### src/rtl/encoder8_3_seq.sv
// ============================================================================
//  Module      : encoder8_3_seq
//  Description : Sequential 8-to-3 encoder. Accepts a request vector and
//                streams the index of every set bit, lowest first, one beat
//                per handshake. An all-zero vector yields a single "zero"
//                beat. Popcount and zero flag are held until the next accept.
//  Revision    : 1.0 - initial release
// ============================================================================
`default_nettype none

module encoder8_3_seq #(
  parameter int WIDTH_OUT = 3,
  parameter int WIDTH_IN  = 8   // must equal 2**WIDTH_OUT
) (
  input  logic                 clk_in,
  input  logic                 rst_n_in,
  input  logic                 A_valid_in,
  input  logic [WIDTH_IN-1:0]  A_in,
  output logic                 A_ready_out,
  output logic                 Y_valid_out,
  input  logic                 Y_ready_in,
  output logic [WIDTH_OUT-1:0] Y_out,
  output logic                 Y_last_out,
  output logic                 Y_zero_out,
  output logic [WIDTH_OUT:0]   Y_count_out
);

  typedef enum logic [1:0] {
    ST_IDLE = 2'd0,
    ST_SCAN = 2'd1,
    ST_ZERO = 2'd2
  } state_t;

  // Index of the lowest set bit (0 when the vector is empty).
  function automatic logic [WIDTH_OUT-1:0] lowest_index(input logic [WIDTH_IN-1:0] v);
    logic [WIDTH_OUT-1:0] idx;
    idx = '0;
    for (int i = WIDTH_IN - 1; i >= 0; i--) begin
      if (v[i]) idx = i[WIDTH_OUT-1:0];
    end
    return idx;
  endfunction

  // True when exactly one bit of the vector is set.
  function automatic logic is_single(input logic [WIDTH_IN-1:0] v);
    return (v != '0) && ((v & (v - 1'b1)) == '0);
  endfunction

  // Population count; one extra bit so an all-ones vector does not wrap.
  function automatic logic [WIDTH_OUT:0] popcount(input logic [WIDTH_IN-1:0] v);
    logic [WIDTH_OUT:0] cnt;
    cnt = '0;
    for (int i = 0; i < WIDTH_IN; i++) begin
      cnt = cnt + {{WIDTH_OUT{1'b0}}, v[i]};
    end
    return cnt;
  endfunction

  state_t               r_state;
  logic [WIDTH_IN-1:0]  r_pending;
  logic                 r_a_ready;
  logic                 r_y_valid;
  logic [WIDTH_OUT-1:0] r_y_out;
  logic                 r_y_last;
  logic                 r_y_zero;
  logic [WIDTH_OUT:0]   r_y_count;

  logic [WIDTH_IN-1:0]  w_emit_mask;
  logic [WIDTH_IN-1:0]  w_pending_next;
  logic [WIDTH_OUT-1:0] w_in_lowest;
  logic                 w_in_single;
  logic [WIDTH_OUT:0]   w_in_count;
  logic [WIDTH_OUT-1:0] w_next_lowest;
  logic                 w_next_single;

  // Helper decodes: incoming vector, and the pending vector after the current beat retires.
  always_comb begin
    w_emit_mask    = {{(WIDTH_IN-1){1'b0}}, 1'b1} << r_y_out;
    w_pending_next = r_pending & ~w_emit_mask;
    w_in_lowest    = lowest_index(A_in);
    w_in_single    = is_single(A_in);
    w_in_count     = popcount(A_in);
    w_next_lowest  = lowest_index(w_pending_next);
    w_next_single  = is_single(w_pending_next);
  end

  // Control FSM with all outputs registered; the next beat is precomputed on each transition.
  always_ff @(posedge clk_in or negedge rst_n_in) begin
    if (!rst_n_in) begin
      r_state   <= ST_IDLE;
      r_pending <= '0;
      r_a_ready <= 1'b1;
      r_y_valid <= 1'b0;
      r_y_out   <= '0;
      r_y_last  <= 1'b0;
      r_y_zero  <= 1'b0;
      r_y_count <= '0;
    end else begin
      case (r_state)
        ST_IDLE: begin
          if (A_valid_in) begin
            r_a_ready <= 1'b0;
            r_y_valid <= 1'b1;
            r_y_count <= w_in_count;
            if (A_in == '0) begin
              r_state   <= ST_ZERO;
              r_pending <= '0;
              r_y_out   <= '0;
              r_y_last  <= 1'b1;
              r_y_zero  <= 1'b1;
            end else begin
              r_state   <= ST_SCAN;
              r_pending <= A_in;
              r_y_out   <= w_in_lowest;
              r_y_last  <= w_in_single;
              r_y_zero  <= 1'b0;
            end
          end
        end

        ST_SCAN: begin
          if (Y_ready_in) begin
            r_pending <= w_pending_next;
            if (r_y_last) begin
              r_state   <= ST_IDLE;
              r_a_ready <= 1'b1;
              r_y_valid <= 1'b0;
              r_y_out   <= '0;
              r_y_last  <= 1'b0;
            end else begin
              r_y_out  <= w_next_lowest;
              r_y_last <= w_next_single;
            end
          end
        end

        ST_ZERO: begin
          if (Y_ready_in) begin
            r_state   <= ST_IDLE;
            r_a_ready <= 1'b1;
            r_y_valid <= 1'b0;
            r_y_out   <= '0;
            r_y_last  <= 1'b0;
          end
        end

        default: begin
          r_state   <= ST_IDLE;
          r_pending <= '0;
          r_a_ready <= 1'b1;
          r_y_valid <= 1'b0;
          r_y_out   <= '0;
          r_y_last  <= 1'b0;
        end
      endcase
    end
  end

  assign A_ready_out = r_a_ready;
  assign Y_valid_out = r_y_valid;
  assign Y_out       = r_y_out;
  assign Y_last_out  = r_y_last;
  assign Y_zero_out  = r_y_zero;
  assign Y_count_out = r_y_count;

endmodule

`default_nettype wire

### config.mk
export PLATFORM = sky130hd
export DESIGN_NAME = encoder8_3_seq
export DESIGN_NICKNAME = d
export VERILOG_FILES = /design/src/rtl/encoder8_3_seq.sv
export SDC_FILE = /design/constraint.sdc
export NUM_CORES = 1
export LEC_CHECK = 0
export ABC_AREA = 1
export CAP_MARGIN = 25
export CORE_ASPECT_RATIO = 0.9
export CORE_UTILIZATION = 58
export CTS_CLUSTER_DIAMETER = 30
export CTS_CLUSTER_SIZE = 12
export DETAILED_ROUTE_END_ITERATION = 16
export PLACE_DENSITY = 0.85
export SLEW_MARGIN = 30
export SYNTH_ARGS = -nofsm -noshare
export SYNTH_HDL_FRONTEND = slang
export SYNTH_SLANG_ARGS = --single-unit
### constraint.sdc
create_clock -name clk_in -period 2.7 [get_ports clk_in]
set_input_delay 0.405 -clock clk_in [delete_from_list [all_inputs] [get_ports clk_in]]
set_output_delay 0.405 -clock clk_in [all_outputs]
set_load 0.03 [all_outputs]
Word level (Yosys, flattened, before mapping)
Index checks and enable logic that the tools add are counted.
Word-level totals
  bits of input ports: 12
  register bits: 21
  output and inout bits: 11
Cells by class
  bitwise logic cells: 5
  shift operators: 1
  add/sub/neg operators: 9
  reduce and logical (&&, ||, !) cells: 12
  multiplexer cells: 48
  equality and inequality tests: 6
Operator list (number)
  $mux W3: 21
  $and A8 B8 Y8: 3
  $logic_not A8 Y1: 3
  $mux W8: 3
  $pmux W8 S3: 1
  $add A4 B1 Y4: 4
  $reduce_bool A8 Y1: 2
  $sub A8 B1 Y8 const B: 2
  $mux W1: 13
  $mux W2: 5
  $pmux W1 S3: 3
  $pmux W3 S3: 1
  $ne A2 B2 Y1 const B: 4
  $not A8 Y8: 1
  $shl A1 B3 Y8 const A: 1
  $pmux W2 S3: 1
  $reduce_and A3 Y1: 2
  $add A3 B1 Y4: 1
  $reduce_and A4 Y1: 1
  $add A2 B1 Y3: 1
  $add A1 B1 Y2: 1
  $eq A2 B1 Y1 const B: 1
  $eq A2 B2 Y1 const B: 1
  $logic_and A1 B1 Y1: 2
  other kinds (3): 3

Logic depth before layout (Yosys ltp)
  depth after elaboration: 14
  mapped depth: 12
  depth with buffers taken out: 12

Least setup slack after synthesis
Ideal clock, no wire load.
  kind: in2reg
  from: input A_in[0]
  to: register r_y_count[2] (netlist: Y_count_out[2])
  slack: -0.114 ns
  cell stages on the path: 10
  data arrival time: 2.731 ns
  path through: fa_1 inv_1 fa_1 fa_1 inv_1 ha_1 inv_1 fa_1 xor2_1 o21ai_0
On the way
  longest elaborated chain between the ends: 7
Ends and longest elaborated chain
  start, declared: RTL line 18  | input logic [WIDTH_IN-1:0] A_in,
  $add A1 B1 Y2: RTL line 54  | cnt = cnt + {{WIDTH_OUT{1'b0}}, v[i]};
  $add A2 B1 Y3: RTL line 54
  $add A3 B1 Y4: RTL line 54
  $add A4 B1 Y4 (4 in a row): RTL line 54
  end signal, assigned: RTL line 104  | r_y_count <= w_in_count;
  end, declared: RTL line 66  | logic [WIDTH_OUT:0] r_y_count;
Every way passes these cells.
A chain may end at the register's enable or synchronous reset.

Final worst setup path
  from: input A_in[3]
  to: register r_y_count[1] (netlist: Y_count_out[1])
On the way
  longest elaborated chain between the ends: 5
Ends and longest elaborated chain (RTL line)
  $add A3 B1 Y4: 54
  $add A4 B1 Y4 (4 in a row): 54
Every way passes these cells.

==> results.json <==
{
  "ir_drop_mv": 0.912,
  "ys_ff_latch": 21,
  "seq_area_um2": 527,
  "grt_setup_unrepaired": "no",
  "final_cell_mix": "66 x nand2_1, 26 x inv_1, 20 x dfrtp_1",
  "setup_viol": 0,
  "yosys-top-cells-area": "dfrtp_1 32%, nand2_1 16%, inv_1 6.5%, fa_1 5.2%, ha_1 4.8%",
  "area_growth_pct": 22.2,
  "reg2reg_slack_ns": 1.08,
  "nNetsFinal": 271,
  "place_hpwl_um": 3030,
  "fin_util_pct": 76.2,
  "cts_tree": "built",
  "avgSynthCellArea_um2": 7.25,
  "fin_skew_ns": 0.00664,
  "grt_use_met3_pct": 5.82,
  "power_leakage_nw": 1.00,
  "antenna_found_initial": 0,
  "max_freq_mhz": 382,
  "ant_nets": 0,
  "ios": 23,
  "clk_pin_slew_worst_paths_ns": 0.13,
  "cts.htree.levels": 1,
  "die_w_um": 56.5,
  "p_clk_share_pct": 8.2,
  "yosysTopAreaCell": "dfrtp_1",
  "multiInputGateArea_um2": 900,
  "arrival_ns": 2.83,
  "critPathKind": "in -> reg",
  "met2_usage_pct": 47.6,
  "place.gp.congestion": 0.963,
  "power_frac_seq_pct": 27.6,
  "cts_root_buffer": "clkbuf_4",
  "synth_nets": 236,
  "vias": 1519,
  "maxCapViolations": 0,
  "mostFrequentLayoutCell": "nand2_1",
  "hp-class": "in -> async",
  "die_h_um": 51.1,
  "routedWlPerCell_um": 13.5,
  "dr.pass1.iters": 4,
  "p_per_area_nw_per_um2": 1030,
  "cp.required_ns": 2.91,
  "maxSlewViolCount": 0,
  "clock_path_buffers": 2,
  "routed_wl_um": 3720,
  "core_um2": 2490,
  "cts.sinks": 21,
  "hold_viol_final": 0,
  "io_buffers": 22,
  "overflow": 0,
  "std_cell_rows": 17,
  "numCtsBuffers": 3,
  "drive_above_1_share_pct": 16.9,
  "dr.first_iter.drc_count": 69,
  "n_fill_cell": 192,
  "p_sw_share_pct": 50.1,
  "grt_usage_pct": 29.1,
  "start_util_pct": 62.3,
  "yosysSeqAreaShare_pct": 34.0,
  "grt_start_max_net_pins": 22,
  "top_usage_layer": "met2",
  "hold_buffers": 0,
  "p_switching_w": 0.000976,
  "met1_usage_pct": 38.5,
  "min_period_ns": 2.62,
  "fin_crit_sh_pct": 97.1,
  "comb_power_share_pct": 64.2,
  "dieArea_um2": 2890,
  "critPathCaptureType": "register",
  "max_slew_margin_pct": 68.7,
  "grt_pass1_vias": 1525,
  "syn_area_um2": 1550,
  "netlist_instances": 214,
  "ys_warn_count": 0,
  "grt_first_pass_wirelength_um": 6540,
  "setup_tns_ns": 0,
  "status": "finished, final reports clean",
  "drc": 0,
  "antennaDiodeCount": 0,
  "viasPerCell": 5.50,
  "path_max_fanout": 2,
  "start_kind": "input port",
  "synth_cell_type_count": 27,
  "synth_top_cell_area_share_pct": 32.3,
  "tightest_slew_ns": 0.468,
  "intPower_w": 0.000974,
  "clk_latency_ns": 0.31
}
[power by group through the flow]
stage	Clock [W]	Combinational [W]	Sequential (W)
floorplan	0	0.000752	0.000655
global placement	0	0.00119	0.000536
detailed placement	0	0.00123	0.000542
CTS	0.000164	0.00124	0.000537
global route	0.000179	0.00138	0.000554
finish	0.000160	0.00125	0.000538
[worst max-delay path: stages]
cell     delay, ns
buf_6         0.10
fa_1          0.52
inv_1         0.05
fa_1          0.51
fa_1          0.41
inv_1         0.07
ha_2          0.18
inv_2         0.04
fa_2          0.51
o21ai_1       0.05
[metal layers]
metal  up-vias  wire (um)
met5         -          0
met4         0         55
met3        10        203
met2        45       1720
met1       710       1740
li1        754          -
[state kept, by name, indices dropped and copies added, names as in the netlist]
register     flops
Y_zero_out       1
Y_last_out       1
Y_count_out      4
A_ready_out      1
Y_out            3
Y_valid_out      1
r_state          2
r_pending        8
[final timing paths]
| kind | start | to | cells past startpoint |
|---|---|---|---|
| worst max-delay path | A_in[3] | Y_count_out[1] | 10 |
| worst min-delay path | rst_n_in | r_pending[5] | 2 |
| max in group asynchronous | rst_n_in | A_ready_out | 2 |
| worst min register to register | Y_count_out[0] | Y_count_out[0] | 2 |
| worst max register to register | Y_out[0] | Y_last_out | 12 |
| min in group clk_in | Y_count_out[0] | Y_count_out[0] | 2 |
[synthesized netlist by cell type (all sizes together)]
cell and n:
nand2 72, inv 34, nor2 21, dfrtp 20, o21ai 15, nand3 12
a21oi 8, o22ai 8, ha 6, fa 4, mux2 4, nand4 2
a22oi 1, dfstp 1, nand3b 1, nor3 1, o211ai 1, o21bai 1
or2 1, xor2 1
[timing repair]
item                       4_1_cts  5_1_grt
pin swaps                        4        2
resized for setup               16        1
setup endpoints to repair        2        2
buffers inserted                 0        1
[kinds of logic after synthesis]
group,share of synthesized area (%)
simple gates,31.1
compound gates,12.1
buf+inv,8.39
flops,34.0
fa+ha+maj,10.0
mux,3.87
xor+xnor,0.565
[area by class of cell]
type | count | area share (%)
Multi-Input combinational cell | 159 | 47.5
Sequential cell | 21 | 27.8
Timing Repair Buffer | 30 | 14.5
Inverter | 34 | 6.86
Tap cell | 28 | 1.85
Clock buffer | 3 | 1.19
Clock inverter | 1 | 0.396
[through the flow]
stage / power (W) / hold WS (ns) / setup slack, ns / area, um^2 / instances
after floorplan: 0.00141 / 0.109 / -0.0805 / 1550 / 214
after global placement: 0.00172 / 0.458 / -0.609 / 1860 / 271
after detailed placement: 0.00177 / 0.476 / -0.679 / 1860 / 271
after CTS: 0.00194 / 0.420 / 0.00765 / 1890 / 275
after global routing: 0.00211 / 0.429 / 0.00726 / 1900 / 276
final: 0.00195 / 0.411 / 0.0789 / 1900 / 276
No activity file was read; power rests on OpenSTA's default activity.
